### src/rtl/bpfcpu_dispatch.sv
// Round-robin packet dispatcher for a pool of BPF cores: per-core run tracking,
// per-packet cycle budget and a single registered verdict output.
module bpfcpu_dispatch #(
  parameter int N_CORES = 4,
  parameter int ADDR_W  = 32,
  parameter int LEN_W   = 16,
  parameter int RES_W   = 32,
  parameter int TIMEOUT = 1024
) (
  input  logic                                          clk,
  input  logic                                          rst,
  input  logic                                          pkt_valid,
  output logic                                          pkt_ready,
  input  logic [ADDR_W-1:0]                             pkt_addr,
  input  logic [LEN_W-1:0]                              pkt_len,
  output logic [N_CORES-1:0]                            core_start,
  output logic [N_CORES-1:0]                            core_abort,
  output logic [N_CORES*ADDR_W-1:0]                     core_pkt_addr,
  output logic [N_CORES*LEN_W-1:0]                      core_pkt_len,
  input  logic [N_CORES-1:0]                            core_done,
  input  logic [N_CORES*RES_W-1:0]                      core_result,
  output logic [N_CORES-1:0]                            busy,
  output logic                                          res_valid,
  input  logic                                          res_ready,
  output logic [((N_CORES > 1) ? $clog2(N_CORES) : 1)-1:0] res_core,
  output logic [ADDR_W-1:0]                             res_addr,
  output logic [RES_W-1:0]                              res_snaplen,
  output logic                                          res_accept,
  output logic                                          res_timeout
);

  localparam int IDX_W = (N_CORES > 1) ? $clog2(N_CORES) : 1;
  localparam int TMR_W = (TIMEOUT > 0) ? $clog2(TIMEOUT + 1) : 1;
  localparam logic [TMR_W-1:0] TMR_MAX  = {TMR_W{1'b1}};
  localparam logic [TMR_W-1:0] TMR_LAST = (TIMEOUT > 0) ? TMR_W'(TIMEOUT - 1) : TMR_W'(0);
  localparam logic [IDX_W-1:0] IDX_LAST = IDX_W'(N_CORES - 1);

  typedef enum logic [1:0] {
    S_IDLE = 2'd0,
    S_RUN  = 2'd1,
    S_DONE = 2'd2
  } core_state_e;

  // Returns {found, index} of the first requester at or after ptr, wrapping.
  function automatic logic [IDX_W:0] rr_pick(input logic [N_CORES-1:0] req,
                                             input logic [IDX_W-1:0]   ptr);
    logic [IDX_W:0]   sel;
    logic [IDX_W-1:0] ix;
    int               idx;
    sel = '0;
    for (int k = N_CORES - 1; k >= 0; k--) begin
      idx = int'(ptr) + k;
      if (idx >= N_CORES) idx = idx - N_CORES;
      ix = IDX_W'(idx);
      if (req[ix]) sel = {1'b1, ix};
    end
    return sel;
  endfunction

  function automatic logic [IDX_W-1:0] ptr_next(input logic [IDX_W-1:0] p);
    return (p == IDX_LAST) ? '0 : p + 1'b1;
  endfunction

  core_state_e          state_q [N_CORES];
  core_state_e          state_d [N_CORES];
  logic [TMR_W-1:0]     timer_q [N_CORES];
  logic [TMR_W-1:0]     timer_d [N_CORES];
  logic [ADDR_W-1:0]    addr_q  [N_CORES];
  logic [ADDR_W-1:0]    addr_d  [N_CORES];
  logic [LEN_W-1:0]     len_q   [N_CORES];
  logic [LEN_W-1:0]     len_d   [N_CORES];
  logic [RES_W-1:0]     cres_q  [N_CORES];
  logic [RES_W-1:0]     cres_d  [N_CORES];
  logic [N_CORES-1:0]   to_q, to_d;
  logic [N_CORES-1:0]   start_q, start_d;
  logic [N_CORES-1:0]   abort_q, abort_d;
  logic [IDX_W-1:0]     in_ptr_q, in_ptr_d;
  logic [IDX_W-1:0]     out_ptr_q, out_ptr_d;

  logic                 rvalid_q, rvalid_d;
  logic [IDX_W-1:0]     rcore_q, rcore_d;
  logic [ADDR_W-1:0]    raddr_q, raddr_d;
  logic [RES_W-1:0]     rsnap_q, rsnap_d;
  logic                 raccept_q, raccept_d;
  logic                 rtimeout_q, rtimeout_d;

  logic [N_CORES-1:0]   idle_vec, done_vec;
  logic                 disp_found, load_found;
  logic [IDX_W-1:0]     disp_idx, load_idx;
  logic                 hs, load_en;

  always_comb begin
    idle_vec      = '0;
    done_vec      = '0;
    busy          = '0;
    core_pkt_addr = '0;
    core_pkt_len  = '0;
    for (int i = 0; i < N_CORES; i++) begin
      idle_vec[i] = (state_q[i] == S_IDLE);
      done_vec[i] = (state_q[i] == S_DONE);
      busy[i]     = (state_q[i] != S_IDLE);
      core_pkt_addr[i*ADDR_W +: ADDR_W] = addr_q[i];
      core_pkt_len[i*LEN_W +: LEN_W]    = len_q[i];
    end
  end

  assign {disp_found, disp_idx} = rr_pick(idle_vec, in_ptr_q);
  assign {load_found, load_idx} = rr_pick(done_vec, out_ptr_q);

  assign pkt_ready = |idle_vec;
  assign hs        = pkt_valid && disp_found;
  // The verdict register refills in the same cycle it drains.
  assign load_en   = load_found && (!rvalid_q || res_ready);

  always_comb begin
    state_d    = state_q;
    timer_d    = timer_q;
    addr_d     = addr_q;
    len_d      = len_q;
    cres_d     = cres_q;
    to_d       = to_q;
    start_d    = '0;
    abort_d    = '0;
    in_ptr_d   = in_ptr_q;
    out_ptr_d  = out_ptr_q;
    rvalid_d   = rvalid_q;
    rcore_d    = rcore_q;
    raddr_d    = raddr_q;
    rsnap_d    = rsnap_q;
    raccept_d  = raccept_q;
    rtimeout_d = rtimeout_q;

    for (int i = 0; i < N_CORES; i++) begin
      case (state_q[i])
        S_IDLE: begin
          if (hs && disp_idx == IDX_W'(i)) begin
            state_d[i] = S_RUN;
            addr_d[i]  = pkt_addr;
            len_d[i]   = pkt_len;
            timer_d[i] = '0;
            start_d[i] = 1'b1;
          end
        end
        S_RUN: begin
          if (timer_q[i] != TMR_MAX) timer_d[i] = timer_q[i] + 1'b1;
          // A done arriving on the expiry cycle takes precedence.
          if (core_done[i]) begin
            state_d[i] = S_DONE;
            cres_d[i]  = core_result[i*RES_W +: RES_W];
            to_d[i]    = 1'b0;
          end else if (TIMEOUT > 0 && timer_q[i] == TMR_LAST) begin
            state_d[i] = S_DONE;
            cres_d[i]  = '0;
            to_d[i]    = 1'b1;
            abort_d[i] = 1'b1;
          end
        end
        S_DONE: begin
          if (load_en && load_idx == IDX_W'(i)) state_d[i] = S_IDLE;
        end
        default: state_d[i] = S_IDLE;
      endcase
    end

    if (hs) in_ptr_d = ptr_next(disp_idx);

    if (load_en) begin
      rvalid_d   = 1'b1;
      rcore_d    = load_idx;
      raddr_d    = addr_q[load_idx];
      rsnap_d    = cres_q[load_idx];
      raccept_d  = |cres_q[load_idx];
      rtimeout_d = to_q[load_idx];
      out_ptr_d  = ptr_next(load_idx);
    end else if (res_ready) begin
      rvalid_d   = 1'b0;
    end
  end

  always_ff @(posedge clk or negedge rst) begin
    if (!rst) begin
      for (int i = 0; i < N_CORES; i++) begin
        state_q[i] <= S_IDLE;
        timer_q[i] <= '0;
        addr_q[i]  <= '0;
        len_q[i]   <= '0;
        cres_q[i]  <= '0;
      end
      to_q       <= '0;
      start_q    <= '0;
      abort_q    <= '0;
      in_ptr_q   <= '0;
      out_ptr_q  <= '0;
      rvalid_q   <= 1'b0;
      rcore_q    <= '0;
      raddr_q    <= '0;
      rsnap_q    <= '0;
      raccept_q  <= 1'b0;
      rtimeout_q <= 1'b0;
    end else begin
      state_q    <= state_d;
      timer_q    <= timer_d;
      addr_q     <= addr_d;
      len_q      <= len_d;
      cres_q     <= cres_d;
      to_q       <= to_d;
      start_q    <= start_d;
      abort_q    <= abort_d;
      in_ptr_q   <= in_ptr_d;
      out_ptr_q  <= out_ptr_d;
      rvalid_q   <= rvalid_d;
      rcore_q    <= rcore_d;
      raddr_q    <= raddr_d;
      rsnap_q    <= rsnap_d;
      raccept_q  <= raccept_d;
      rtimeout_q <= rtimeout_d;
    end
  end

  assign core_start  = start_q;
  assign core_abort  = abort_q;
  assign res_valid   = rvalid_q;
  assign res_core    = rcore_q;
  assign res_addr    = raddr_q;
  assign res_snaplen = rsnap_q;
  assign res_accept  = raccept_q;
  assign res_timeout = rtimeout_q;

endmodule

### config.mk
export PLATFORM = sky130hd
export DESIGN_NAME = bpfcpu_dispatch
export DESIGN_NICKNAME = d
export VERILOG_FILES = /design/src/rtl/bpfcpu_dispatch.sv
export SDC_FILE = /design/constraint.sdc
export NUM_CORES = 1
export LEC_CHECK = 0
export ABC_CLOCK_PERIOD_IN_PS = 5700
export CORE_MARGIN = 3
export CORE_UTILIZATION = 54
export CTS_CLUSTER_DIAMETER = 200
export DETAILED_ROUTE_END_ITERATION = 7
export GPL_ROUTABILITY_DRIVEN = 0
export GPL_TIMING_DRIVEN = 1
export HOLD_SLACK_MARGIN = 0.02
export PLACE_DENSITY = 0.86
export SLEW_MARGIN = 20
export SYNTH_ARGS = -nofsm -noshare
export SYNTH_HDL_FRONTEND = slang
export SYNTH_SLANG_ARGS = --single-unit
### constraint.sdc
create_clock -name clk -period 5.7 [get_ports clk]
set_clock_uncertainty 0.15 [all_clocks]
set_input_delay 1.14 -clock clk [delete_from_list [all_inputs] [get_ports clk]]
set_output_delay 1.14 -clock clk [all_outputs]
set_load 0.03 [all_outputs]
# Yosys cells after proc, flatten, opt, wreduce, memory -nomap -nowiden
# Index checks and enable logic that the tools add are counted.
# op_classes
reduce_logical,49
n_eq_ne,38
n_lt_le_gt_ge,18
bitwise,1
n_mux,112
n_addsub,20
# op_table
operator,count
32-bit 2-to-1 mux,12
32-bit binary-select mux with 2-bit select,2
11-bit 2-to-1 mux,8
11-bit case mux with 2 select lines,4
2-bit 2-to-1 mux,26
11-bit by 1-bit adder with 11-bit output (second input constant),4
11-bit by 10-bit equality test with 1-bit output (second input constant),4
11-bit != test (second input constant),4
1-bit 2-to-1 mux,39
32-bit OR reduction,1
2-bit by 3-bit less-than comparator with 1-bit output (second input constant),9
2-bit nonzero test,13
3-bit 2-to-1 mux,8
2-bit case mux with 3 select lines,4
3-bit AND reduction,8
3-bit greater-or-equal comparator (second input constant),7
1-bit binary-select mux with 2-bit select,9
2-bit equality test (second input constant),8
2-bit by 1-bit != test with 1-bit output (second input constant),8
2-bit AND reduction,8
2-bit by 1-bit subtractor with 2-bit output (second input constant),8
2-bit by 2-bit adder with 3-bit output (second input constant),4
2-bit by 1-bit equality test with 1-bit output (second input constant),6
2-bit logical NOT,6
10 further kinds,28
# word_totals
input_bits,184
regBits,457
out_inout_bits,274
wordCells,272

# Depth between registers and ports, before layout
# logic_depth
ltp_word,14
ltp_mapped,15
ltp_nobuf,14

# Least setup slack after synthesis
# No wires, ideal clock.
# synth_path
kind,reg2reg
startpoint,register state_q[2] (netlist name)
endpoint,"register addr_q, in the netlist core_pkt_addr[21]"
period_less_slack_ns,2.922
slack_ns,2.778
path_stages_with_launch,12
setup_ns,0.125
t_required_ns,5.425
arrival_ns,2.647
cell_sequence,dfrtp_1 > nor2_1 > inv_1 > nor3_1 > nor3_1 > inv_1 > ha_1 > and3_1 > clkbuf_1 > buf_1 > clkbuf_1 > mux2_2
# synth_between
elab_chain_cells,10
word_cells_on_any_way,17
# synth_lines
item,line_no,rtl
"start, declared",64,core_state_e state_q [N_CORES];
"start signal, assigned",201,state_q <= state_d;
2-bit logical NOT (*),99,idle_vec[i] = (state_q[i] == S_IDLE);
1-bit binary-select mux with 2-bit select,55,"if (req[ix]) sel = {1'b1, ix};"
1-bit 2-to-1 mux (implied by the code),55,
3-bit 2-to-1 mux (3 in series),55,
3-bit 2-to-1 mux (*),55,
2-bit logical NOT or 1-bit logical AND (tied branches),"136, 111",
1-bit logical AND (*),136,if (hs && disp_idx == IDX_W'(i)) begin
2-bit AND reduction (no line) (*),--,
"end signal, assigned",203,addr_q <= addr_d;
"end, declared",68,logic [ADDR_W-1:0] addr_q [N_CORES];
# Every way passes the cells marked *; elsewhere a longest branch is shown, timed or not. The select of a mux whose other input is x is not followed.
# A chain may end at the register's enable or synchronous reset.

# Worst setup path after layout
# layout_path
startpoint,register state_q[2] (netlist name)
endpoint,output pkt_ready
# layout_between
elab_chain_cells,2
# layout_lines
item,line_no,rtl
2-bit logical NOT,99,
4-bit OR reduction,110,assign pkt_ready = |idle_vec;
"end, declared",13,"output logic pkt_ready,"
# No other way between the ends.

==> results.ini <==
[pwr]
pwr-share-seq_pct=29.4
switchingPower_mw=9.09
clkPwrFrac_pct=16.8
leakage_nw=12.0
ir_drop_mv=0.568
pwr-share-comb_pct=53.8
swShare_pct=45.6
powerDensity_nw_per_um2=766
p_int_mw=10.9
power_mw=19.9

[yosys]
synth-async-reset-ratio_pct=100
syn_area_um2=19400
synth_compound_area_share_pct=11.3
synth_mux_area_share_pct=8.19
synth.avg_cell_area_um2=10.3
ys_seq_area_share_pct=58.9
synth_fa_ha_area_share_pct=0.773
synth-simple-area-share_pct=16.7
synthXorXnorAreaFrac_pct=1.22
synth_enable_flop_cells=0
synth_top_family_by_area=simple AND/OR/NAND/NOR gates
yosys_warnings=0
syn_inst=1885
yosys_most_used_dff=dfrtp_1
ys_types=47
synth-seq-cells=457
syn-num-nets=2081

[clocking]
cts_tree=yes
cts_setup_buffers=0
cts.sinks=457
cts_htree_levels=2
insertion_delay_ns=0.58
ctsRootBufferMaster=clkbuf_16
cts_max_path_buffers=3
clkTransAtPathRegs_ns=0.06
cts.repair.resized=0
cts_hold_buffers=0
numCtsBuffers=48

[finish]
mostFrequentLayoutCells=605 x nand2_1, 457 x dfrtp_1, 456 x clkdlybuf4s50_1, 128 x a22o_1, 113 x o21ai_0
final_common_cell=nand2_1
final_util_pct=74.5
drive_gt1_share_pct=10.3
area_growth_pct=34.1
final_nets=2495

[route]
wl_per_cell_um=23.5
drt_wl_total_um=65600
firstDrtPassIters=5
vias=16606
ant_nets=0
route.detailed.drc=0
drtIter0Drc=1336
viasPerCell=5.94

[critical_path]
cp.arrival_ns=2.29
r2r_start=state_q[2]
cp-start-kind=flip-flop
rr_worst_depth=12
crit_path_end_kind=output port
worstSetupPathType=flip-flop to output port
cp_max_fo=6
critPathLaunch=state_q[2]
required_ns=4.41

[sta]
report.final.hold_viol_count=0
worst_slack_ns=2.12
max_freq_mhz=279
tightestPinTransition_ns=0.938
setup_viol=0
rsz0062_at_grt=no
holdWs_ns=0.328
setup_tns_ns=0
fin_crit_sh_pct=62.8
period_minus_slack_ns=3.58
drv_slew=0
slew_headroom_pct=37.4

[placement]
dp_worst_setup_slack_ns=1.95
dp.final_hpwl_um=42100
port_buffers=457

[run]
cap_violations=0

[grt]
grt_pass1_vias=17313
antenna_found_initial=5
grt_overflow=0
grt_start_max_net_pins=128
track_usage_pct=33.8
grt_pass1_wl_um=102000

[min_path]
hold_start=res_addr[22]
hold_depth=2
hp-class=flip-flop to flip-flop

[floorplan]
placementRows=68
dieWidth_um=196
dieHeight_um=196
dieArea_um2=38300
coreArea_um2=35000
ios=458
start_util_pct=55.5

[run_status]
status=complete, no violations

==> cells in the mapped netlist (2+ instances only) <==
master	number	area [µm²]
a32o_1	16	160
nor4_1	3	18.8
clkbuf_1	78	293
inv_1	19	71.3
o31ai_1	3	22.5
a2111o_1	2	22.5
nor2_1	53	199
nor2b_1	5	31.3
nand2_1	606	2270
xor2_1	22	193
o21ai_0	113	566
and2_1	6	37.5
nand4_1	22	138
o21ai_1	4	20.0
buf_4	3	22.5
nor3_1	10	50.1
dfrtp_1	457	11400
a21o_1	5	37.5
or3_1	7	43.8
a22o_1	128	1120
ha_1	12	150
xnor2_1	5	43.8
nand3_1	56	280
nand2b_2	2	17.5
nand2b_1	7	43.8
a21oi_1	32	160
and3_1	8	50.1
buf_2	20	100
nor3b_1	4	30.0
mux2i_1	33	330
and2b_1	2	15.0
mux2_2	112	1260
buf_1	16	60.1
==> registers in the layout, indices dropped and copies added (netlist names) <==
| name | flops |
|---|---|
| out_ptr_q | 2 |
| timer_q | 44 |
| res_timeout | 1 |
| cres_q | 128 |
| res_snaplen | 32 |
| core_pkt_len | 64 |
| in_ptr_q | 2 |
| core_start | 4 |
| res_accept | 1 |
| state_q | 8 |
| core_pkt_addr | 128 |
| res_core | 2 |
| core_abort | 4 |
| to_q | 4 |
| res_addr | 32 |
| res_valid | 1 |
==> cells by family after synthesis <==
kind of cell | after synthesis
AO/OA/AOI/OAI | 312
XOR/XNOR | 27
adder cells (fa/ha/maj) | 12
buffers and inverters | 138
flip-flops | 457
multiplexers | 145
AND/OR/NAND/NOR | 794
==> worst max-delay path, stage by stage (launching register included) <==
cell             delay (ns)
dfrtp_1                0.44
nor2_1                 0.32
inv_1                  0.15
nand4_1                0.13
clkdlybuf4s50_1        0.68
==> cell type report <==
cell class	count	area, µm²
Timing Repair Buffer	482	4790
Inverter	20	77.6
Multi-Input combinational cell	1290	7480
Antenna cell	3	7.51
Tap cell	455	569
Clock inverter	28	352
Fill cell	2220	8920
Clock buffer	61	1340
Sequential cell	457	11400
==> stage by stage <==
stage                     instances  instance area [µm²]
final                          2796                26100
after global routing           2796                26100
after CTS                      2793                26000
after detailed placement       2704                24300
after global placement         2704                24300
after floorplan                1885                19400
==> final timing paths <==
check,end,slack [ns]
max,pkt_ready,2.12
min reg2reg,res_addr[22],0.33
min,res_addr[22],0.33
max reg2reg,timer_q[42],2.18
min in group asynchronous,cres_q[107],0.48
max in group asynchronous,cres_q[32],3.63
==> layer usage <==
layer  share of wire, %  wire length (µm)  global-route usage (%)
met1                 36             23800                    41.2
met2                 47             30600                    54.2
met3                 11              7500                    11.4
met4                5.5              3600                    16.6
met5              0.035                23                       0
==> power groups by stage <==
stage	Sequential [mW]	Combinational, mW	Clock (mW)
4_1_cts	5.83	10.7	3.38
2_1_floorplan	7.36	5.00	0
3_3_place_gp	5.75	10.3	0
6_report	5.86	10.7	3.35
5_1_grt	6.02	11.5	3.51
3_5_place_dp	5.83	10.5	0
No activity file was read; power rests on OpenSTA's default activity.
